===== src/rtl/mul_div_unit.sv =====
// Iterative radix-2 multiply/divide unit producing HI/LO results.
//   MULTU/MULT : {hi, lo} = op_a * op_b (shift-add, one multiplier bit per cycle)
//   DIVU/DIV   : lo = quotient, hi = remainder (restoring, one quotient bit per cycle)
// Ports:
//   clk, reset (async, active high), flush (abort in-flight op)
//   start/op/op_a/op_b : request, sampled only when accepted (start & ready & !flush)
//   ready/busy         : idle / operation in flight
//   done               : one-cycle pulse, hi/lo/div_by_zero update with it
//   div_by_zero        : divide had op_b == 0 (lo = all ones, hi = op_a)
//   hi/lo              : results, held until the next done
// Latency: start in cycle 0 -> done in cycle WIDTH+2; ready again in the done cycle.
module mul_div_unit #(
  parameter int unsigned WIDTH = 32
) (
  input  logic             clk,
  input  logic             reset,
  input  logic             flush,
  input  logic             start,
  input  logic [1:0]       op,
  input  logic [WIDTH-1:0] op_a,
  input  logic [WIDTH-1:0] op_b,
  output logic             ready,
  output logic             busy,
  output logic             done,
  output logic             div_by_zero,
  output logic [WIDTH-1:0] hi,
  output logic [WIDTH-1:0] lo
);

  localparam int unsigned CntW = $clog2(WIDTH);
  localparam logic [CntW-1:0] CntLast = CntW'(WIDTH - 1);

  typedef enum logic [1:0] {StIdle, StCalc, StFix} state_e;

  state_e             state_q, state_d;
  logic [CntW-1:0]    cnt_q, cnt_d;
  logic               div_q, div_d;
  logic               sign_a_q, sign_a_d;
  logic               sign_b_q, sign_b_d;
  // Multiplicand for multiply, divisor magnitude for divide.
  logic [WIDTH-1:0]   opnd_q, opnd_d;
  // Multiply: {partial product, remaining multiplier}. Divide: low half is dividend/quotient.
  logic [2*WIDTH-1:0] acc_q, acc_d;
  logic [WIDTH:0]     rem_q, rem_d;
  logic [WIDTH-1:0]   hi_q, hi_d, lo_q, lo_d;
  logic               done_q, done_d;
  logic               dbz_q, dbz_d;

  logic               accept;
  logic               neg_a, neg_b;
  logic [WIDTH-1:0]   mag_a, mag_b;
  logic [WIDTH:0]     mul_sum;
  logic [WIDTH:0]     rem_sh, rem_diff;
  logic               rem_ge;
  logic [WIDTH-1:0]   quo, rem_lo;
  logic               dbz_hit;

  assign ready  = (state_q == StIdle);
  assign busy   = ~ready;
  assign accept = start & ready & ~flush;

  // Sign flags already include signedness of the op, so unsigned ops never fix up.
  assign neg_a = op[0] & op_a[WIDTH-1];
  assign neg_b = op[0] & op_b[WIDTH-1];
  assign mag_a = neg_a ? -op_a : op_a;
  assign mag_b = neg_b ? -op_b : op_b;

  assign mul_sum  = {1'b0, acc_q[2*WIDTH-1:WIDTH]}
                  + {1'b0, (acc_q[0] ? opnd_q : {WIDTH{1'b0}})};
  assign rem_sh   = {rem_q[WIDTH-1:0], acc_q[WIDTH-1]};
  assign rem_ge   = (rem_sh >= {1'b0, opnd_q});
  assign rem_diff = rem_sh - {1'b0, opnd_q};

  assign quo     = acc_q[WIDTH-1:0];
  assign rem_lo  = rem_q[WIDTH-1:0];
  assign dbz_hit = div_q & (opnd_q == '0);

  always_comb begin
    state_d  = state_q;
    cnt_d    = cnt_q;
    div_d    = div_q;
    sign_a_d = sign_a_q;
    sign_b_d = sign_b_q;
    opnd_d   = opnd_q;
    acc_d    = acc_q;
    rem_d    = rem_q;
    hi_d     = hi_q;
    lo_d     = lo_q;
    done_d   = 1'b0;
    dbz_d    = 1'b0;

    unique case (state_q)
      StIdle: begin
        if (accept) begin
          state_d  = StCalc;
          cnt_d    = '0;
          div_d    = op[1];
          sign_a_d = neg_a;
          sign_b_d = neg_b;
          opnd_d   = op[1] ? mag_b : mag_a;
          acc_d    = {{WIDTH{1'b0}}, (op[1] ? mag_a : mag_b)};
          rem_d    = '0;
        end
      end
      StCalc: begin
        if (flush) begin
          state_d = StIdle;
        end else begin
          if (div_q) begin
            acc_d = {acc_q[2*WIDTH-1:WIDTH], acc_q[WIDTH-2:0], rem_ge};
            rem_d = rem_ge ? rem_diff : rem_sh;
          end else begin
            acc_d = {mul_sum, acc_q[WIDTH-1:1]};
          end
          cnt_d = cnt_q + CntW'(1);
          if (cnt_q == CntLast) begin
            state_d = StFix;
          end
        end
      end
      StFix: begin
        state_d = StIdle;
        if (!flush) begin
          done_d = 1'b1;
          if (div_q) begin
            // Divide by zero leaves rem = |op_a|, so the remainder fix restores op_a exactly.
            lo_d  = dbz_hit ? {WIDTH{1'b1}} : ((sign_a_q ^ sign_b_q) ? -quo : quo);
            hi_d  = sign_a_q ? -rem_lo : rem_lo;
            dbz_d = dbz_hit;
          end else begin
            {hi_d, lo_d} = (sign_a_q ^ sign_b_q) ? -acc_q : acc_q;
          end
        end
      end
      default: state_d = StIdle;
    endcase
  end

  always_ff @(posedge clk or posedge reset) begin
    if (reset) begin
      state_q  <= StIdle;
      cnt_q    <= '0;
      div_q    <= 1'b0;
      sign_a_q <= 1'b0;
      sign_b_q <= 1'b0;
      opnd_q   <= '0;
      acc_q    <= '0;
      rem_q    <= '0;
      hi_q     <= '0;
      lo_q     <= '0;
      done_q   <= 1'b0;
      dbz_q    <= 1'b0;
    end else begin
      state_q  <= state_d;
      cnt_q    <= cnt_d;
      div_q    <= div_d;
      sign_a_q <= sign_a_d;
      sign_b_q <= sign_b_d;
      opnd_q   <= opnd_d;
      acc_q    <= acc_d;
      rem_q    <= rem_d;
      hi_q     <= hi_d;
      lo_q     <= lo_d;
      done_q   <= done_d;
      dbz_q    <= dbz_d;
    end
  end

  assign done        = done_q;
  assign div_by_zero = dbz_q;
  assign hi          = hi_q;
  assign lo          = lo_q;

endmodule


===== config.mk =====
export PLATFORM = sky130hd
export DESIGN_NAME = mul_div_unit
export DESIGN_NICKNAME = d
export VERILOG_FILES = /design/src/rtl/mul_div_unit.sv
export SDC_FILE = /design/constraint.sdc
export NUM_CORES = 1
export LEC_CHECK = 0
export CAP_MARGIN = 40
export CORE_MARGIN = 1.5
export CORE_UTILIZATION = 64
export DETAILED_ROUTE_END_ITERATION = 10
export GPL_TIMING_DRIVEN = 0
export PLACE_DENSITY = 0.95
export SLEW_MARGIN = 30
export SYNTH_ARGS = -nofsm -noshare
export SYNTH_HDL_FRONTEND = slang
export SYNTH_SLANG_ARGS = --single-unit

===== constraint.sdc =====
create_clock -name clk -period 17.95 [get_ports clk]
set_input_delay 4.4875 -clock clk [delete_from_list [all_inputs] [get_ports clk]]
set_output_delay 4.4875 -clock clk [all_outputs]
set_load 0.05 [all_outputs]

## Yosys cells after proc, flatten, opt, wreduce, memory -nomap -nowiden

Index checks and enable logic that the tools add are counted.

- Add/sub/neg operators: 8
- Magnitude comparators: 1
- Equality and inequality tests: 8
- Multiplexer cells: 32
- Bitwise logic cells: 8
- Reductions and logical operators: 9

Operators with widths:

| operator | number |
|---|---|
| 32-bit 2-to-1 mux | 14 |
| 64-bit 2-to-1 mux | 4 |
| 32-bit negation | 4 |
| 64-bit one-hot mux with 2 select lines | 1 |
| 64-bit negation | 1 |
| 32-bit one-hot mux with 2 select lines | 1 |
| 32-bit by 32-bit adder with 33-bit output | 1 |
| 33-bit by 32-bit greater-or-equal comparator with 1-bit output | 1 |
| 32-bit zero test | 1 |
| 32-bit subtractor | 1 |
| 5-bit 2-to-1 mux | 2 |
| 5-bit one-hot mux with 2 select lines | 1 |
| 4-bit AND reduction | 2 |
| 2-bit 2-to-1 mux | 3 |
| 2-bit inequality test, second input constant | 3 |
| 2-bit AND reduction | 3 |
| 5-bit by 1-bit adder with 5-bit output, second input constant | 1 |
| 1-bit bitwise AND | 5 |
| 5-bit equality test, second input constant | 1 |
| 1-bit 2-to-1 mux | 5 |
| 2-bit one-hot mux with 2 select lines | 1 |
| 3-bit inequality test, second input constant | 1 |
| 3-bit AND reduction | 1 |
| 2-bit by 1-bit equality test with 1-bit output, second input constant | 1 |
| 6 further kinds | 7 |

- Register bits after elaboration: 204
- Input bits: 70
- Logic and storage cells: 79

## Logic depth before layout (Yosys ltp)

Gate-level depths: netlist of run 1.

- Depth in word-level cells: 5
- Mapped depth: 14
- Depth with buffers taken out: 14

## Worst setup path before layout of run 1

No wires, ideal clock.

- Kind: input-to-reg
- Start point: input port op_b[3]
- End point: register acc_q[29]
- Library setup time: 0.125 ns
- Arrival: 7.049 ns
- Data required time: 17.825 ns
- Path slack: 10.776 ns
- Stages on the path: 10
- Path through: or3_4 > or4_4 > nor3_4 > or3b_1 > or2_1 > o41a_1 > xor2_1 > o21ai_1 > o21ai_1 > mux2_2

- Word-level cells in the longest chain between the ends: 5

RTL lines:

| item | line | source |
|---|---|---|
| from (decl) | 21 | `input logic [WIDTH-1:0] op_b,` |
| 32-bit negation | 66 | `assign mag_b = neg_b ? -op_b : op_b;` |
| 32-bit 2-to-1 mux | 66 |  |
| 32-bit 2-to-1 mux | 101 | `acc_d = {{WIDTH{1'b0}}, (op[1] ? mag_a : mag_b)};` |
| 64-bit 2-to-1 mux | 94 | `if (accept) begin` |
| 64-bit one-hot mux with 2 select lines | 92 | `unique case (state_q)` |
| to (signal assigned) | 147 | `acc_q <= '0;` |
| to (signal assigned) | 160 | `acc_q <= acc_d;` |
| to (decl) | 43 | `logic [2*WIDTH-1:0] acc_q, acc_d;` |

Every way passes these cells. The select of a mux whose other input is x is not followed.
A chain may end at the register's enable or synchronous reset.

## Worst setup path in the final report of run 1

- Start point: input port op_b[7]
- End point: register acc_q[27]

The elaborated chain is that of the path after synthesis.

==> run_results.csv, run 1 <==
group,metric,value,unit
layout,n_fill_cell,1796,
sta,slew_viol_final,0,
setup_path,path_cells,"clkdlybuf4s50_1, or4_4, or3_4, nor3_4, or3b_1, or2_1, o21ai_0, xnor2_1, o21ai_0, o21ai_0, mux2_2",
clock_tree,ctsHoldBuffers,0,
synth,synth_fp_nets,2132,
synth,synth_seq_cells,204,
clock_tree,cts_tree,"built",
synth,syn_inst,1990,
clock_tree,clockBufferDepth,3,
grt,grt_pass1_wl,90.2,mm
place,placed_area,17700,sq um
setup_path,crit_required,18350,ps
sta,finalSetupTns,0,ps
clock_tree,clk_pin_slew,60,ps
setup_path,rr_worst_depth,11,
run,drv_cap,0,
sta,relSlewSlack,0.359,
clock_tree,cts.sinks,204,
setup_path,worst-path-max-fanout,5,
sta,final_hold_viol_count,0,
floorplanning,ios,138,
clock_tree,cts_made_buffers,23,
synth,synth_edf_count,0,
layout,drive_above_1_share,0.0369,
run_status,status,"completed",
grt,grt_pass1_vias,16100,
sta,final.setup_skew,17.2,ps
synth,syn_avg_cell_area,7.95,sq um
floorplanning,die_h,160,microns
sta,worst_pin_slew,950,ps
setup_path,worstSetupPathType,"in -> reg",
route,drt-initial-drc-count,2278,
sta,rsz0062_at_grt,"false",
floorplanning,coreArea,24300,sq um
route,drc_errors,0,
synth,synth_area,15800,sq um
grt,antenna_found_initial,1,
setup_path,rrSetupSlack,13600,ps
route,dr_total_vias,16700,
clock_tree,post_cts_buffers,0,
hold_path,hp-start,"hi[21]",
grt,track_usage,0.448,
setup_path,start_kind,"input pin",
place,portBuffers,136,
place,globalplace.congestion,1.06,
layout,finish.instance_area,18400,sq um
setup_path,path_common_cell,"o21ai_0",
route,firstDrtPassIters,8,
floorplanning,rows,57,
setup_path,worstPathArrival,8170,ps
route,via_per_inst,6.69,
sta,fin_crit,7770,ps
power,ir_drop,0.0785,mV
layout,syn_to_final_growth,16.5,%
route,wl_per_cell,23.2,microns
floorplanning,initial_core_util,0.651,
clock_tree,root_buffer,"clkbuf_16",
grt,overflow,0,
synth,async_flop_share,1.00,
synth,synth.distinct_cells,72,
setup_path,worstReg2RegEnd,"rem_q[29]",
layout,postLayoutCoreUtil,0.758,
clock_tree,cts_htree_levels,1,
setup_path,r2r-start,"rem_q[8]",
sta,clock.fmax,0.129,GHz
power,power.leakage,8.24,nW
setup_path,end_kind,"register",
grt,grt_max_degree,91,
hold_path,hold_path_end,"hi[21]",
setup_path,crit_slowest_cell,"or4_4",
route,wl,57.9,mm
power,p_per_area,95.7,nW/um^2
floorplanning,die-area,25700,sq um
synth,yosys_most_used_dff,"dfrtp_1",
hold_path,hold_class,"reg -> reg",
synth,ys_warn_count,0,
sta,period_share,0.433,
clock_tree,cts_resized,0,
sta,setup_viol,0,
setup_path,critPathLaunch,"op_b[7]",
route,ant_nets,0,
hold_path,holdPathStages,2,
layout,nNetsFinal,2297,
setup_path,slowest_delay,560,ps
synth,seq_area_frac_synth,0.323,
place,post-dp-hpwl,44.2,mm
clock_tree,clock_latency,530,ps
floorplanning,die_w,160,microns
-- metal layers --
| metal | global-route usage | up-vias | part of all wire | wire length, microns |
|---|---|---|---|---|
| li1 | - | 7393 | - | - |
| met1 | 0.594 | 7888 | 0.39 | 22400 |
| met2 | 0.683 | 1200 | 0.43 | 25000 |
| met3 | 0.136 | 209 | 0.14 | 8000 |
| met4 | 0.181 | 2 | 0.043 | 2490 |
| met5 | 0 | - | 0.00022 | 13 |
-- sequential cells by signal, indices dropped and copies added, names as in the netlist --
name	count
acc_q	64
div_q	1
lo	32
opnd_q	32
cnt_q	5
div_by_zero	1
done	1
rem_q	32
sign_b_q	1
state_q	2
hi	32
sign_a_q	1
-- through the flow --
stage / hold WS, ps / cells / total power [mW] / setup WS [ps]
final: 469 / 2495 / 1.76 / 10180
after global routing: 486 / 2494 / 1.83 / 9950
after CTS: 471 / 2493 / 1.73 / 10310
after detailed placement: 459 / 2453 / 1.24 / 9770
after global placement: 452 / 2450 / 1.22 / 5420
after floorplan: 450 / 1990 / 1.04 / 7900
-- worst max-delay path: cells and delay by family --
kind / cells / cell delay (ps)
AND/OR/NAND/NOR: 5 / 1850
buffers and inverters: 1 / 510
multiplexers: 1 / 300
AO/OA/AOI/OAI: 3 / 900
XOR/XNOR: 1 / 120
-- synth_stat cells (5+ instances only) --
cell	number	area, sq um
nor3_1	38	190
o221ai_1	6	52.6
nor4_1	25	156
nor2_1	215	807
a21oi_1	205	1030
nor2b_1	10	62.6
nand2_1	238	893
xnor2_1	104	911
xor2_1	97	850
a32oi_1	12	105
or4_1	12	90.1
o21bai_1	12	90.1
a31oi_1	15	93.8
dfrtp_1	204	5100
mux2_2	16	180
o41ai_1	13	114
nand2b_1	24	150
a211oi_1	15	113
o31ai_1	40	300
o21a_1	9	67.6
and2_1	9	56.3
or3_1	17	106
clkbuf_1	93	349
nand3_1	23	115
and3_1	14	87.6
buf_1	10	37.5
nand4_1	10	62.6
inv_1	64	240
o21ai_0	202	1010
a21o_1	35	263
ha_1	70	876
mux2i_1	57	571
a22o_1	5	43.8
-- where the power goes --
group / internal, mW / total [mW] / switching [mW]
clock: 0.285 / 0.483 / 0.198
combinational: 0.255 / 0.694 / 0.438
sequential: 0.512 / 0.587 / 0.0756
-- layout make-up --
cell class	instances	area (sq um)	share of cell area
Timing Repair Buffer	140	1430	0.0774
Clock buffer	34	667	0.0362
Clock inverter	6	87.6	0.00475
Buffer	107	415	0.0225
Sequential cell	204	5100	0.277
Inverter	66	255	0.0138
Tap cell	324	405	0.0220
Multi-Input combinational cell	1613	10100	0.546
Antenna cell	1	2.50	0.000136
-- cell usage in the layout, fill, tap and decap left out, types with 24 or more instances in the layout --
master           Yosys  routed
mux2i_1             57      57
a21oi_1            205     205
o31ai_1             40      40
clkbuf_1            93      99
xnor2_1            104     103
nor4_1              25      25
nor3_1              38      37
a21o_1              35      35
o21ai_0            202     202
inv_1               64      63
ha_1                70      70
dfrtp_1            204     204
clkdlybuf4s50_1      0     136
nand2_1            238     238
nand2b_1            24      24
xor2_1              97      97
nor2_1             215     215
-- cells by family after synthesis --
family	share of synthesized area
and+or+nand+nor	0.189
adders and majority gates	0.0579
muxes	0.0474
AOI/OAI and AO/OA	0.230
buffers and inverters	0.0419
xor gates and xnor gates	0.111
DFF	0.323
-- how the worst max path moves through the flow --
stage | end | slack (ps) | depth (start not counted)
finish | acc_q[27] | 10180 | 11
global route | acc_q[27] | 9950 | 11
detailed placement | acc_q[27] | 9770 | 11
global placement | rem_q[17] | 5420 | 2
floorplan | acc_q[0] | 7900 | 1
CTS | acc_q[27] | 10310 | 11
Note: power is estimated with default switching activity, not from simulation.
==> run 2: changes to the inputs <==
--- a/config.mk
+++ b/config.mk
@@ -7,10 +7,10 @@
 export LEC_CHECK = 0
 export CAP_MARGIN = 40
 export CORE_MARGIN = 1.5
-export CORE_UTILIZATION = 64
+export CORE_UTILIZATION = 60
 export DETAILED_ROUTE_END_ITERATION = 10
 export GPL_TIMING_DRIVEN = 0
-export PLACE_DENSITY = 0.95
+export PLACE_DENSITY = 0.93
 export SLEW_MARGIN = 30
 export SYNTH_ARGS = -nofsm -noshare
 export SYNTH_HDL_FRONTEND = slang
==> constraint.sdc (replaced) <==
create_clock -name clk -period 7.9 [get_ports clk]
set_input_delay 1.975 -clock clk [delete_from_list [all_inputs] [get_ports clk]]
set_output_delay 1.975 -clock clk [all_outputs]
set_load 0.05 [all_outputs]
==> run 2 against run 1 <==
Register-to-register slack got worse by 9900 ps. Clock power increased by 140%. Sequential power increased by 130%. Worst setup slack got worse by 7600 ps. Non-clock buffer count unchanged. Critical path depth increased by 2.
==> run_results.csv, run 2 (synthesis gave the netlist of run 1 again) <==
group,metric,value,unit
clock_tree,cts_resized,0,
power,p_seq_frac,0.328,
layout,register_area,5100,sq um
setup_path,worst-path-max-fanout,6,
setup_path,end_kind,"register",
setup_path,rr_worst_depth,14,
setup_path,cp_top_family,"simple AND/OR/NAND/NOR gates",
setup_path,crit_required,8320,ps
sta,worst_pin_slew,865,ps
layout,postLayoutCoreUtil,0.712,
layout,syn_to_final_growth,16.9,%
sta,setup_viol,0,
sta,relSlewSlack,0.423,
grt,overflow,0,
run_status,status,"completed",
floorplanning,die_w,165,microns
clock_tree,cts_tree,"built",
place,portBuffers,136,
sta,setup_slack,2600,ps
setup_path,slowest_delay,600,ps
clock_tree,root_buffer,"clkbuf_16",
clock_tree,cts.sinks,204,
sta,final_hold_viol_count,0,
clock_tree,cts_made_buffers,23,
power,ir_drop,0.254,mV
layout,stdcell_count,2505,
route,firstDrtPassIters,8,
power,swShare,0.397,
sta,finalSetupTns,0,ps
setup_path,start_kind,"input pin",
setup_path,path_cells,"clkdlybuf4s50_1, inv_1, ha_1, or3b_2, or3_1, clkbuf_1, nor4_1, a21oi_1, xor2_1, nor2_1, a21oi_1, a21oi_1, o21ai_0",
place,pre_cts_slack,2220,ps
hold_path,holdPathStages,2,
setup_path,worst-path-buf-inv,3,
run,drv_cap,0,
layout,drive_above_1_share,0.0392,
route,dr_total_vias,16600,
setup_path,path_common_cell,"a21oi_1",
place,post-dp-hpwl,44.0,mm
power,power.leakage,8.27,nW
layout,largest_reg_flops,64,
clock_tree,ctsHoldBuffers,0,
sta,period_share,0.671,
floorplanning,initial_core_util,0.609,
grt,grt_pass1_wl,87.4,mm
setup_path,worstSetupPathType,"in -> reg",
layout,num_antenna_cells,0,
clock_tree,clock_latency,530,ps
route,wl,57.2,mm
power,p_switching,1.61,mW
sta,fin_crit,5300,ps
route,wl_per_cell,22.8,microns
clock_tree,post_cts_buffers,0,
setup_path,worst-path-stages,13,
route,ant_nets,0,
floorplanning,coreArea,26000,sq um
place,globalplace.congestion,1.02,
route,drt-initial-drc-count,2474,
power,p_per_area,220,nW/um^2
power,combPwrFrac,0.385,
grt,antenna_found_initial,1,
floorplanning,die-area,27400,sq um
floorplanning,ios,138,
clock_tree,clk_pin_slew,60,ps
layout,n_fill_cell,2023,
place,placed_cells,2464,
setup_path,worstPathArrival,5720,ps
layout,final_common_cell,"nand2_1",
layout,top_register,"acc_q",
grt,grt_pass1_vias,15500,
layout,layout_common_cells,"nand2_1 (238), nor2_1 (215), a21oi_1 (205), dfrtp_1 (204), o21ai_0 (202)",
power,internal_power,2.45,mW
sta,rsz0062_at_grt,"false",
clock_tree,clockBufferDepth,3,
grt,grt_max_degree,82,
sta,clock.fmax,0.189,GHz
floorplanning,die_h,165,microns
setup_path,crit_slowest_cell,"clkdlybuf4s50_1",
grt,track_usage,0.418,
layout,multiInputGateArea,10100,sq um
power,power.share.clock,0.287,
route,via_per_inst,6.62,
clock_tree,cts_htree_levels,1,
sta,slew_viol_final,0,
hold_path,hold_class,"reg -> reg",
layout,nNetsFinal,2297,
sta,final.setup_skew,18.9,ps
route,drc_errors,0,
floorplanning,rows,59,
## run 2: metrics by stage
stage          area (sq um)  hold slack, ps  total power [mW]
2_1_floorplan         15800             450              2.35
4_1_cts               18500             477              3.98
6_report              18500             471              4.06
5_1_grt               18500             500              4.21
3_3_place_gp          17600             454              2.77
3_5_place_dp          17700             463              2.83
## run 2: worst register-to-register path, delay by kind of cell, from the launching register on
family / cells / cell delay (ps)
flops: 1 / 450
fa+ha+maj: 1 / 340
buf+inv: 2 / 550
simple gates: 4 / 930
compound gates: 7 / 1850
## run 2: per-layer routing
metal / part of all wire / vias to the layer above / global-route usage
li1: - / 7357 / -
met1: 0.39 / 7863 / 0.565
met2: 0.44 / 1140 / 0.642
met3: 0.13 / 210 / 0.115
met4: 0.040 / 2 / 0.149
met5: 0.00026 / - / 0
## run 2: power by group through the flow
| stage | registers (mW) | logic [mW] | clock network (mW) |
|---|---|---|---|
| CTS | 1.32 | 1.51 | 1.15 |
| finish | 1.33 | 1.56 | 1.17 |
| floorplan | 1.28 | 1.07 | 0 |
| global route | 1.34 | 1.68 | 1.19 |
| global placement | 1.33 | 1.44 | 0 |
| detailed placement | 1.34 | 1.49 | 0 |
## run 2: area by class of cell
type	instances	share of cell area
inverters	66	0.0138
well taps	335	0.0227
repair buffers	140	0.0771
multi-input cells	1613	0.545
clock buffers	31	0.0354
flip-flops and latches	204	0.276
clock inverters	9	0.00798
plain buffers	107	0.0225
## run 2: worst paths after layout
kind                           from   endpoint  slack (ps)
setup / recovery            op_b[1]  acc_q[30]        2600
hold / removal               hi[12]     hi[12]         470
setup reg to reg           acc_q[0]  acc_q[62]        3720
hold reg to reg              hi[12]     hi[12]         470
max in group asynchronous     reset  rem_q[12]        4910
min in group asynchronous     reset      lo[2]        1830
